==> src/rtl/video_outmux_pipe_if.sv <==
// Bus bundle for the video output mux: per-source colour/hsync, common vsync,
// selection and pin polarity in; DAC colour, sync pins and status out.
interface video_outmux_pipe_if #(
  parameter int CW   = 2,
  parameter int NSRC = 2
);
  localparam int SW = (NSRC > 1) ? $clog2(NSRC) : 1;

  logic [NSRC*3*CW-1:0] src_color;
  logic [NSRC-1:0]      src_hsync;
  logic                 vsync;
  logic [SW-1:0]        sel_req;
  logic                 hpol;
  logic                 vpol;

  logic [CW-1:0]        vred;
  logic [CW-1:0]        vgrn;
  logic [CW-1:0]        vblu;
  logic                 vhsync;
  logic                 vvsync;
  logic                 vcsync;
  logic [SW-1:0]        sel_cur;
  logic                 busy;

  modport master (
    output src_color, src_hsync, vsync, sel_req, hpol, vpol,
    input  vred, vgrn, vblu, vhsync, vvsync, vcsync, sel_cur, busy
  );

  modport slave (
    input  src_color, src_hsync, vsync, sel_req, hpol, vpol,
    output vred, vgrn, vblu, vhsync, vvsync, vcsync, sel_cur, busy
  );
endinterface

==> src/rtl/video_outmux_pipe.sv <==
// Final video output stage: frame-synchronous source select, post-switch black mute and an
// aligned colour/sync output pipeline. Optional composite sync via VIDEO_OUTMUX_CSYNC_EN.
module video_outmux_pipe #(
  parameter int CW      = 2,
  parameter int NSRC    = 2,
  parameter int PIPE    = 1,
  parameter int MUTE_LN = 4
) (
  input logic                clk,
  input logic                rst_n,
  video_outmux_pipe_if.slave vif
);
  localparam int SW   = (NSRC > 1) ? $clog2(NSRC) : 1;
  localparam int CBW  = 3 * CW;
  localparam int LAST = PIPE - 1;

  typedef enum logic [1:0] {RUN, PEND, MUTE} state_t;

  state_t        state, state_nx;
  logic [SW-1:0] sel_cur, sel_nx;
  logic [SW-1:0] tgt, tgt_nx;
  logic [7:0]    mcnt, mcnt_nx;
  logic          busy;
  logic          vsync_q;
  logic          hs_q;

  logic [CBW-1:0] col_cur;
  logic           hs_cur;
  logic           vs_rise;
  logic           hs_rise;
  logic           req_ok;
  logic           mute;

  logic [CBW-1:0] col_p [PIPE];
  logic [PIPE-1:0] hs_p;
  logic [PIPE-1:0] vs_p;

  // Source mux driven by the committed selection only, never by the raw request
  always_comb begin
    col_cur = '0;
    hs_cur  = 1'b0;
    for (int k = 0; k < NSRC; k++) begin
      if (sel_cur == SW'(k)) begin
        col_cur = vif.src_color[k*CBW +: CBW];
        hs_cur  = vif.src_hsync[k];
      end
    end
  end

  assign vs_rise = vif.vsync & ~vsync_q;
  assign hs_rise = hs_cur & ~hs_q;
  assign req_ok  = (int'(vif.sel_req) < NSRC);
  assign mute    = (state == MUTE);

  // Next-state logic; cancel takes priority over a coincident vsync edge
  always_comb begin
    state_nx = state;
    sel_nx   = sel_cur;
    tgt_nx   = tgt;
    mcnt_nx  = mcnt;
    case (state)
      RUN: begin
        if (req_ok && (vif.sel_req != sel_cur)) begin
          state_nx = PEND;
          tgt_nx   = vif.sel_req;
        end
      end
      PEND: begin
        if (vif.sel_req == sel_cur) begin
          state_nx = RUN;
        end else begin
          if (req_ok && (vif.sel_req != tgt)) begin
            tgt_nx = vif.sel_req;
          end
          if (vs_rise) begin
            sel_nx   = tgt_nx;
            mcnt_nx  = 8'(MUTE_LN);
            state_nx = (MUTE_LN == 0) ? RUN : MUTE;
          end
        end
      end
      MUTE: begin
        if (mcnt == 8'd0) begin
          state_nx = RUN;
        end else if (hs_rise) begin
          mcnt_nx = mcnt - 8'd1;
        end
      end
      default: state_nx = RUN;
    endcase
  end

  always_ff @(posedge clk or negedge rst_n) begin
    if (!rst_n) begin
      state   <= RUN;
      sel_cur <= '0;
      tgt     <= '0;
      mcnt    <= '0;
      busy    <= 1'b0;
      vsync_q <= 1'b0;
      hs_q    <= 1'b0;
    end else begin
      state   <= state_nx;
      sel_cur <= sel_nx;
      tgt     <= tgt_nx;
      mcnt    <= mcnt_nx;
      busy    <= (state_nx != RUN);
      vsync_q <= vif.vsync;
      hs_q    <= hs_cur;
    end
  end

  // Colour and syncs travel through identical stages so they stay aligned at the pins
  always_ff @(posedge clk or negedge rst_n) begin
    if (!rst_n) begin
      for (int i = 0; i < PIPE; i++) begin
        col_p[i] <= '0;
      end
      hs_p <= '0;
      vs_p <= '0;
    end else begin
      col_p[0] <= mute ? '0 : col_cur;
      hs_p[0]  <= hs_cur;
      vs_p[0]  <= vif.vsync;
      for (int i = 1; i < PIPE; i++) begin
        col_p[i] <= col_p[i-1];
        hs_p[i]  <= hs_p[i-1];
        vs_p[i]  <= vs_p[i-1];
      end
    end
  end

  assign vif.vgrn    = col_p[LAST][3*CW-1 -: CW];
  assign vif.vred    = col_p[LAST][2*CW-1 -: CW];
  assign vif.vblu    = col_p[LAST][CW-1:0];
  assign vif.vhsync  = hs_p[LAST] ^ vif.hpol;
  assign vif.vvsync  = vs_p[LAST] ^ vif.vpol;
  assign vif.sel_cur = sel_cur;
  assign vif.busy    = busy;

`ifdef VIDEO_OUTMUX_CSYNC_EN
  assign vif.vcsync = ~(hs_p[LAST] ^ vs_p[LAST]);
`else
  assign vif.vcsync = 1'b1;
`endif

endmodule

==> src/flat_wrapper.sv <==
// flat-port wrapper written by rule: the top's interface ports become plain ports
module video_outmux_pipe_flat 
#(
  parameter int CW      = 2,
  parameter int NSRC    = 2,
  parameter int PIPE    = 1,
  parameter int MUTE_LN = 4
)
  (clk, rst_n, vif_src_color, vif_src_hsync, vif_vsync, vif_sel_req, vif_hpol, vif_vpol, vif_vred, vif_vgrn, vif_vblu, vif_vhsync, vif_vvsync, vif_vcsync, vif_sel_cur, vif_busy);
  video_outmux_pipe_if #(.CW(CW), .NSRC(NSRC)) vif_i ();
  input logic clk;
  input logic rst_n;
  input wire logic [$bits(vif_i.src_color)-1:0] vif_src_color;
  input wire logic [$bits(vif_i.src_hsync)-1:0] vif_src_hsync;
  input wire logic [$bits(vif_i.vsync)-1:0] vif_vsync;
  input wire logic [$bits(vif_i.sel_req)-1:0] vif_sel_req;
  input wire logic [$bits(vif_i.hpol)-1:0] vif_hpol;
  input wire logic [$bits(vif_i.vpol)-1:0] vif_vpol;
  output wire logic [$bits(vif_i.vred)-1:0] vif_vred;
  output wire logic [$bits(vif_i.vgrn)-1:0] vif_vgrn;
  output wire logic [$bits(vif_i.vblu)-1:0] vif_vblu;
  output wire logic [$bits(vif_i.vhsync)-1:0] vif_vhsync;
  output wire logic [$bits(vif_i.vvsync)-1:0] vif_vvsync;
  output wire logic [$bits(vif_i.vcsync)-1:0] vif_vcsync;
  output wire logic [$bits(vif_i.sel_cur)-1:0] vif_sel_cur;
  output wire logic [$bits(vif_i.busy)-1:0] vif_busy;
  assign vif_i.src_color = vif_src_color;
  assign vif_i.src_hsync = vif_src_hsync;
  assign vif_i.vsync = vif_vsync;
  assign vif_i.sel_req = vif_sel_req;
  assign vif_i.hpol = vif_hpol;
  assign vif_i.vpol = vif_vpol;
  assign vif_vred = vif_i.vred;
  assign vif_vgrn = vif_i.vgrn;
  assign vif_vblu = vif_i.vblu;
  assign vif_vhsync = vif_i.vhsync;
  assign vif_vvsync = vif_i.vvsync;
  assign vif_vcsync = vif_i.vcsync;
  assign vif_sel_cur = vif_i.sel_cur;
  assign vif_busy = vif_i.busy;
  video_outmux_pipe #(.CW(CW), .NSRC(NSRC), .PIPE(PIPE), .MUTE_LN(MUTE_LN)) u_core (.clk(clk), .rst_n(rst_n), .vif(vif_i));
endmodule
==> config.mk <==
export PLATFORM = sky130hd
export DESIGN_NAME = video_outmux_pipe_flat
export DESIGN_NICKNAME = d
export VERILOG_FILES = /design/src/rtl/video_outmux_pipe_if.sv /design/src/rtl/video_outmux_pipe.sv /design/src/flat_wrapper.sv
export SDC_FILE = /design/constraint.sdc
export NUM_CORES = 1
export LEC_CHECK = 0
export ABC_CLOCK_PERIOD_IN_PS = 1490
export BUFFER_PORTS_ARGS = -buffer_cell sky130_fd_sc_hd__buf_2
export CORE_UTILIZATION = 46
export CTS_CLUSTER_SIZE = 14
export DETAILED_ROUTE_END_ITERATION = 16
export PLACE_DENSITY_LB_ADDON = 0.15
export SYNTH_ARGS = -nofsm -noshare
export SYNTH_HDL_FRONTEND = slang
export SYNTH_SLANG_ARGS = --single-unit
==> constraint.sdc <==
create_clock -name clk -period 1.49 [get_ports clk]
set_clock_uncertainty 0.05 [all_clocks]
set_input_delay 0.149 -clock clk [delete_from_list [all_inputs] [get_ports clk]]
set_output_delay 0.149 -clock clk [all_outputs]
set_load 0.01 [all_outputs]
# Word level (Yosys, flattened, before mapping)
# Cells that the tools add are included.
totals:
  ff_bits: 21
  latchBits: 0
  ram_bits: 0
  romBits: 0
  input_bits: 20
  output_inout_bits: 11
  memories: 0
op_classes:
  addsub: 1
  mul: 0
  n_div: 0
  magnitude_cmp: 0
  n_eq_ne: 10
  shifts: 0
  muxes: 17
  bitwise: 7
  reduce_logical: 8
ops:
  columns: ["cell", "count"]
  rows:
  - ["two-way mux 8 bit", 4]
  - ["one-hot mux 8 bit (2 select lines)", 1]
  - ["two-way mux 6 bit", 2]
  - ["logical NOT 8 bit", 1]
  - ["two-way mux 2 bit", 4]
  - ["subtractor 8 x 1 -> 8 bit (second input constant)", 1]
  - ["inequality test 2 x 1 -> 1 bit (second input constant)", 3]
  - ["one-hot mux 2 bit (3 select lines)", 1]
  - ["AND reduction 3 bit", 2]
  - ["nonzero test 2 bit", 3]
  - ["AND reduction 5 bit", 1]
  - ["two-way mux 1 bit", 4]
  - ["inequality test 2 bit (second input constant)", 2]
  - ["inverter 1 bit", 3]
  - ["bitwise AND 1 bit", 2]
  - ["equality test 2 x 1 -> 1 bit (second input constant)", 1]
  - ["equality test 2 bit (second input constant)", 1]
  - ["logical NOT 2 bit", 1]
  - ["inequality test 1 bit", 2]
  - ["one-hot mux 1 bit (2 select lines)", 1]
  - ["bitwise XOR 1 bit", 2]
  - ["equality test 1 bit", 1]

# Depth between registers and ports, before layout
# Gate-level depths: netlist of run 1.
logic_depth:
  depth_word: 6
  mapped_depth: 6
  ltp_nobuf: 6

# Least setup slack after synthesis of run 1
# No wires, ideal clock.
synth_path:
  path_kind: "flip-flop to flip-flop"
  from: "reg u_core.sel_cur (netlist: u_core.vif.sel_cur)"
  to: "reg u_core.mcnt[2]"
  setup_ps: 125
  arrival_ps: 1545
  setup_slack_ps: -230
  stages_incl_launch_ff: 6
  n_path_buf: 1
  synth_period_minus_slack_ps: 1720
  cell_sequence: "dfrtp_1 buf_6 mux2_4 o221ai_4 a211oi_2 mux2_4"
synth_via:
  elab_chain_cells: 4
  word_cells_on_any_way: 6
  cone_classes: "eq/ne (3); mux (1); bitwise (1); reduce/logical (1)"
synth_lines:
  columns: ["element", "line_no", "source"]
  rows:
  - ["start: declaration", "video_outmux_pipe.sv:20", "logic [SW-1:0] sel_cur, sel_nx;"]
  - ["start signal: assignment", "video_outmux_pipe.sv:104", "sel_cur <= sel_nx;"]
  - ["two-way mux 1 bit", "video_outmux_pipe.sv:43", "if (sel_cur == SW'(k)) begin"]
  - ["via u_core.hs_cur", "video_outmux_pipe.sv:28", "logic hs_cur;"]
  - ["bitwise AND 1 bit", "video_outmux_pipe.sv:51", "assign hs_rise = hs_cur & ~hs_q;"]
  - ["inequality test 2 x 1 -> 1 bit (no source line)", null, null]
  - ["AND reduction 5 bit (no source line)", null, null]
  - ["end signal: assignment", "video_outmux_pipe.sv:106", "mcnt <= mcnt_nx;"]
  - ["end: declaration", "video_outmux_pipe.sv:22", "logic [7:0] mcnt, mcnt_nx;"]
# The timed path passes the listed nets, and every way through them passes these cells.
# A chain may end at the register's enable or synchronous reset.

# Worst setup path in the final report of run 1
layout_path:
  from: "reg u_core.mcnt[2]"
  to: "reg u_core.mcnt[5]"
layout_via:
  elab_chain_cells: 4
  word_cells_on_any_way: 7
  cone_classes: "add/sub (1); eq/ne (1); mux (3); reduce/logical (2)"
layout_lines:
  columns: ["element", "line_no", "source"]
  rows:
  - ["subtractor 8 x 1 -> 8 bit", "video_outmux_pipe.sv:86", "mcnt_nx = mcnt - 8'd1;"]
  - ["two-way mux 8 bit", "video_outmux_pipe.sv:85", "end else if (hs_rise) begin"]
  - ["two-way mux 8 bit", "video_outmux_pipe.sv:83", "if (mcnt == 8'd0) begin"]
  - ["one-hot mux 8 bit (2 select lines)", "video_outmux_pipe.sv:61", "case (state)"]
# Parallel ways exist; a longest one is shown, timed or not. The select of a mux whose other input is x is not followed.

==> results.toml, run 1 <==
[status]
status = "finished, violations left"
violations = "setup timing"

[worst_setup_path]
crit_path_end = "u_core.mcnt[5]$_DFFE_PN0P_"
r2r_start = "u_core.mcnt[2]$_DFFE_PN0P_"
cp_data_arrival_time_ns = 1.94
end_kind = "register"
reg2reg_setup_slack_ns = -0.27
worstPathMaxFanout = 6
r2r_end = "u_core.mcnt[5]$_DFFE_PN0P_"
start_kind = "register"
rr_worst_depth = 4
startpoint = "u_core.mcnt[2]$_DFFE_PN0P_"
cp_data_required_time_ns = 1.67
crit_type = "register to register"

[synthesis]
synth_fa_ha_area_share_pct = 2.23
synth_compound_area_share_pct = 11.0
synth.mux.area_fraction_pct = 16.0
yosys.area.top_type = "dfrtp_1"
yosysWarnings = 0
yosys-top-cells-count = "20 x dfrtp_1, 12 x mux2i_1, 11 x nand2_1"
synthXorXnorAreaFrac_pct = 3.01
synth-seq-cells = 20
synth_edf_count = 0
synthArstFlopShare_pct = 100
synthCells = 98
synth.avg_cell_area_um2 = 11.5
synth_ff_type = "dfrtp_1"
ys_types = 31
synthSimpleGateAreaFrac_pct = 18.7
synth.most_common_cell = "dfrtp_1"
ys_top_cells_by_area = "dfrtp_1 45%, mux2i_1 11%, mux2_4 5.3%, nand2_1 3.7%, nor2_1 3.0%"
seq_area_frac_synth_pct = 44.5
synth_top_family_by_area = "simple AND/OR/NAND/NOR gates"
synth_top_area_share_pct = 44.5
synth_area_um2 = 1120
syn_nets = 120

[floorplanning]
die-area_um2 = 2640
fp.dieW_um = 51.4
rows = 17
ios = 31
fp.coreArea_um2 = 2250
start_util_pct = 49.8
die_y_um = 51.4

[global_route]
grt_max_degree = 21
grt.total_usage_pct = 23.4
grt.overflow.total = 0
grt_pass1_vias = 975
antenna_found_initial = 0
grt_pass1_wl_um = 4410

[clock_tree]
cts-buffers-inserted = 3
clkTransAtPathRegs_ns = 0.11
cts_buffer_depth = 2
insertion_delay_ns = 0.31
h-tree-depth = 1
cts-root-buf = "clkbuf_4"
clock-sinks = 20
cts_tree = "done"

[sta]
hold_viol = 0
setup-violations-final = 9
fin_crit_sh_pct = 118
maxSlewViolCount = 0
fmaxAchievable_ghz = 0.568
rsz0062_at_grt = "yes"
final.setup.tns_ns = -1.59
layout_min_cycle_time_ns = 1.76
fin_ws_ns = -0.270

[routing]
drtIter0Drc = 7
final_antenna_net_count = 0
dr.pass1.iters = 4
drt_wl_total_um = 3050
routedWlPerCell_um = 15.7
post_drt_via_cell_ratio = 5.17
drc = 0
vias = 1003

[placement]
dpl-instance-area_um2 = 1470
port_buffers = 29
gp_congestion = 0.781
dp_slack_ns = -0.232
dpl.hpwl_um = 1830

[pwr]
p_leak_uw = 0.000838
ir_drop_uv = 1200
power.density_nw_per_um2 = 1960

[flow_run]
drv_cap = 0

[layout]
nNetsFinal = 190
syn_to_final_growth_pct = 55.3
fin_area_um2 = 1750
diodes = 0
drive_above_1_share_pct = 62.0

[hold_path]
hp-class = "input port to register"
## worst min-delay path by stage
| stage | startpoint | endpoint | slack (ns) | cells past startpoint |
|---|---|---|---|---|
| 2_1_floorplan | rst_n | u_core.col_p[0]$_DFF_PN0_ | -0.20 | 0 |
| 3_3_place_gp | rst_n | u_core.vsync_q$_DFF_PN0_ | 0.07 | 1 |
| 3_5_place_dp | rst_n | u_core.state[0]$_DFF_PN0_ | 0.08 | 1 |
| 4_1_cts | vif_src_color[4] | u_core.col_p[4]$_DFF_PN0_ | 0.03 | 3 |
| 5_1_grt | vif_src_color[1] | u_core.col_p[1]$_DFF_PN0_ | 0.06 | 3 |
| 6_report | vif_src_color[4] | u_core.col_p[4]$_DFF_PN0_ | 0.03 | 3 |
## registers in the layout, indices dropped and copies added (netlist names)
register            flops
u_core.mcnt             8
u_core.col_p            6
u_core.state            2
u_core.hs_q             1
u_core.vif.busy         1
u_core.vif.sel_cur      1
u_core.vsync_q          1
## metal layers
metal  vias up  GRT usage, %  routed length, um
met2        29          42.2               1550
met5         -             0                  0
li1        470             -                  -
met1       495          26.6               1280
met4         0          10.4                110
met3         9          3.87                107
## kinds of logic after synthesis
| group | count (synthesis) |
|---|---|
| other cells | 1 |
| simple gates | 38 |
| buf+inv | 8 |
| compound gates | 10 |
| fa+ha+maj | 2 |
| xor+xnor | 3 |
| mux | 16 |
| flops | 20 |
## worst max-delay path, stage by stage (launching register included)
cell and delay, ns:
dfrtp_2 0.47, or3_4 0.41, or3_4 0.35, a211oi_2 0.17
mux2i_1 0.22
## stage by stage
| stage | util (%) | hold WS [ns] | power (uW) | instances |
|---|---|---|---|---|
| final | 77.4 | 0.0261 | 3430 | 194 |
| after floorplan | - | -0.197 | 1900 | 98 |
| after detailed placement | 65.1 | 0.0808 | 2540 | 177 |
| after CTS | 72.5 | 0.0303 | 3090 | 186 |
| after global routing | 77.4 | 0.0584 | 3610 | 194 |
| after global placement | 65.1 | 0.0697 | 2470 | 177 |
## layout by cell type (no fill, tap or decap), types with 3 or more instances in the layout
master / Yosys / final
a211oi_2: 2 / 4
buf_2: 1 / 29
buf_4: 2 / 33
buf_6: 1 / 4
clkbuf_4: 0 / 3
dfrtp_1: 20 / 15
dfrtp_2: 0 / 5
inv_2: 0 / 4
mux2_4: 4 / 4
mux2i_1: 12 / 12
nand2_1: 11 / 11
nand2b_1: 5 / 5
nor2_1: 9 / 9
or3_4: 0 / 3
## report_power, final
part / switching, uW / total [uW] / internal [uW]
Combinational: 964 / 2160 / 1200
Clock: 169 / 263 / 94.5
Sequential: 232 / 1000 / 770
Total: 1360 / 3430 / 2060
## repair_timing
item,4_1_cts,5_1_grt
endpoints found under the setup margin,10,10
pin swaps,4,7
buffers inserted,4,8
gates resized for setup,21,13
hold buffers,2,0
hold endpoints to repair,21,0
## final cells by class
type / count / area (um^2)
Multi-Input combinational cell: 70 / 693
Fill cell: 135 / 509
Sequential cell: 20 / 507
Timing Repair Buffer: 69 / 473
Tap cell: 28 / 35.0
Clock buffer: 3 / 22.5
Inverter: 4 / 15.0
No activity file was read; power rests on OpenSTA's default activity.
==> run 2, diff against run 1 <==
--- a/config.mk
+++ b/config.mk
@@ -7,10 +7,12 @@
 export LEC_CHECK = 0
 export ABC_CLOCK_PERIOD_IN_PS = 1490
 export BUFFER_PORTS_ARGS = -buffer_cell sky130_fd_sc_hd__buf_2
+export CORE_MARGIN = 2
 export CORE_UTILIZATION = 46
 export CTS_CLUSTER_SIZE = 14
 export DETAILED_ROUTE_END_ITERATION = 16
 export PLACE_DENSITY_LB_ADDON = 0.15
+export SLEW_MARGIN = 25
 export SYNTH_ARGS = -nofsm -noshare
 export SYNTH_HDL_FRONTEND = slang
 export SYNTH_SLANG_ARGS = --single-unit
==> run 2 against run 1 <==
Against the previous run: the run still ends with setup timing left; global-route usage shrank 3.1 points; sequential cell count is the same; clock power is essentially flat; combinational power shrank 19%; sequential power shrank 5%; core utilization shrank 8.4 points; fmax grew 3.6%; clock-buffer cell count is the same; cell count shrank 7.2%; total power shrank 14%; largest cell class unchanged; largest power group unchanged; highest routed layer unchanged.
==> results.toml, run 2 (synthesis results as in run 1) <==
[routing]
routedWlPerCell_um = 13.6
vias = 886
final_antenna_net_count = 0
dr.pass1.iters = 4
drt_wl_total_um = 2440
drc = 0
drtIter0Drc = 6
post_drt_via_cell_ratio = 4.92

[worst_setup_path]
start_kind = "register"
crit_type = "register to register"
reg2reg_setup_slack_ns = -0.21
r2r_end = "u_core.mcnt[5]$_DFFE_PN0P_"
startpoint = "u_core.mcnt[2]$_DFFE_PN0P_"
cp_data_required_time_ns = 1.68
r2r_start = "u_core.mcnt[2]$_DFFE_PN0P_"
crit_chain = "or3_4, or3_1, a211oi_2, mux2i_1"
end_kind = "register"
critPathSlowestCell = "dfrtp_2"
rr_worst_depth = 4
crit_path_max_incr_delay_ns = 0.46
cp_data_arrival_time_ns = 1.89
worstPathMaxFanout = 6

[layout]
largest_reg_flops = 8
final_core_util_pct = 69.0
final_cell_mix = "29 x buf_2, 19 x buf_4, 18 x dfrtp_1, 12 x mux2i_1, 11 x nand2_1"
multi_input_area_um2 = 617
seq_area_um2 = 503
drive_above_1_share_pct = 52.0
mostFrequentLayoutCell = "buf_2"
diodes = 0
syn_to_final_growth_pct = 38.5
nNetsFinal = 176
reg_top3 = "u_core.mcnt: 8 flops, u_core.col_p: 6 flops, u_core.state: 2 flops"
regMostFlops = "u_core.mcnt"
fillers = 195

[clock_tree]
insertion_delay_ns = 0.31
cts-root-buf = "clkbuf_4"
cts_tree = "done"
cts-buffers-inserted = 3
h-tree-depth = 1
cts_buffer_depth = 2
clkTransAtPathRegs_ns = 0.11
clock-sinks = 20

[global_route]
grt_pass1_wl_um = 3930
grt.met2_usage_pct = 32.5
grt.total_usage_pct = 20.2
grt_util_met1_pct = 24.2
grt_pass1_vias = 879
busiest_layer = "met2"
grt.overflow.total = 0
grt_max_degree = 21
antenna_found_initial = 0
grt_util_met3_pct = 5.93

[hold_path]
worstHoldEndpoint = "u_core.col_p[1]$_DFF_PN0_"
min_from = "vif_src_color[7]"
whs_path_depth = 3
hp-class = "input port to register"

[sta]
rsz0062_at_grt = "yes"
setup-violations-final = 9
hold_viol = 0
hold_ws_ns = 0.0226
fin_crit_sh_pct = 114
maxSlewViolCount = 0
layout_min_cycle_time_ns = 1.70
fin_ws_ns = -0.209
final.setup.tns_ns = -1.44
fmaxAchievable_ghz = 0.589

[pwr]
internal_power_uw = 1800
power.density_nw_per_um2 = 1900
ir_drop_uv = 1230
comb_power_share_pct = 58.9
p_clk_share_pct = 9.0
p_leak_uw = 0.000762
p_sw_uw = 1160
seq_power_share_pct = 32.1
swShare_pct = 39.2
p_total_uw = 2950

[floorplanning]
die_y_um = 53.4
rows = 17
fp.coreArea_um2 = 2250
die-area_um2 = 2850
ios = 31
fp.dieW_um = 53.4
start_util_pct = 49.8

[status]
violations = "setup timing"
status = "finished, violations left"

[placement]
dpl.hpwl_um = 1750
port_buffers = 29
gp_congestion = 0.801

[flow_run]
drv_cap = 0
run 2: cell type report:
cell class | count | area share (%)
sequential | 20 | 32.3
inverter | 4 | 0.965
multi-input combinational | 70 | 39.6
tap | 28 | 2.25
timing repair buffer | 55 | 23.4
clock buffer | 3 | 1.45
run 2: worst max path at each step:
stage	to	slack [ns]	depth (start not counted)
2_1_floorplan	u_core.mcnt[2]$_DFFE_PN0P_	-0.23	5
3_3_place_gp	u_core.mcnt[2]$_DFFE_PN0P_	-0.18	4
3_5_place_dp	u_core.mcnt[6]$_DFFE_PN0P_	-0.23	6
4_1_cts	u_core.mcnt[5]$_DFFE_PN0P_	-0.19	5
5_1_grt	u_core.mcnt[6]$_DFFE_PN0P_	-0.26	6
6_report	u_core.mcnt[5]$_DFFE_PN0P_	-0.21	4
run 2: through the flow:
stage / setup slack (ns) / std cells / instance area (um^2)
after global routing: -0.260 / 180 / 1560
after floorplan: -0.230 / 98 / 1120
after detailed placement: -0.226 / 171 / 1420
after CTS: -0.192 / 180 / 1530
after global placement: -0.182 / 171 / 1420
final: -0.209 / 180 / 1560
run 2: layer usage:
layer / vias up / routed length, um
met3: 4 / 128
met5: - / 0
met2: 25 / 1150
li1: 442 / -
met4: 0 / 44
met1: 415 / 1120
run 2: critical path, delay by kind of cell, from the launching register on:
| family | cells | cell delay [ns] |
|---|---|---|
| DFF | 1 | 0.46 |
| and+or+nand+nor | 2 | 0.73 |
| AOI/OAI and AO/OA | 1 | 0.18 |
| muxes | 1 | 0.20 |
run 2: repair_timing:
action,4_1_cts,5_1_grt
buffers inserted,4,0
resized for setup,9,7
hold buffers,2,0
setup endpoints to repair,11,9
pin swaps,3,1
endpoints found under the hold margin,21,0
run 2: power by group through the flow:
| stage | registers (uW) | clock network, uW | logic (uW) |
|---|---|---|---|
| 4_1_cts | 937 | 261 | 1680 |
| 6_report | 948 | 264 | 1740 |
| 2_1_floorplan | 955 | 0 | 949 |
| 3_5_place_dp | 929 | 0 | 1540 |
| 5_1_grt | 974 | 284 | 1890 |
| 3_3_place_gp | 920 | 0 | 1490 |
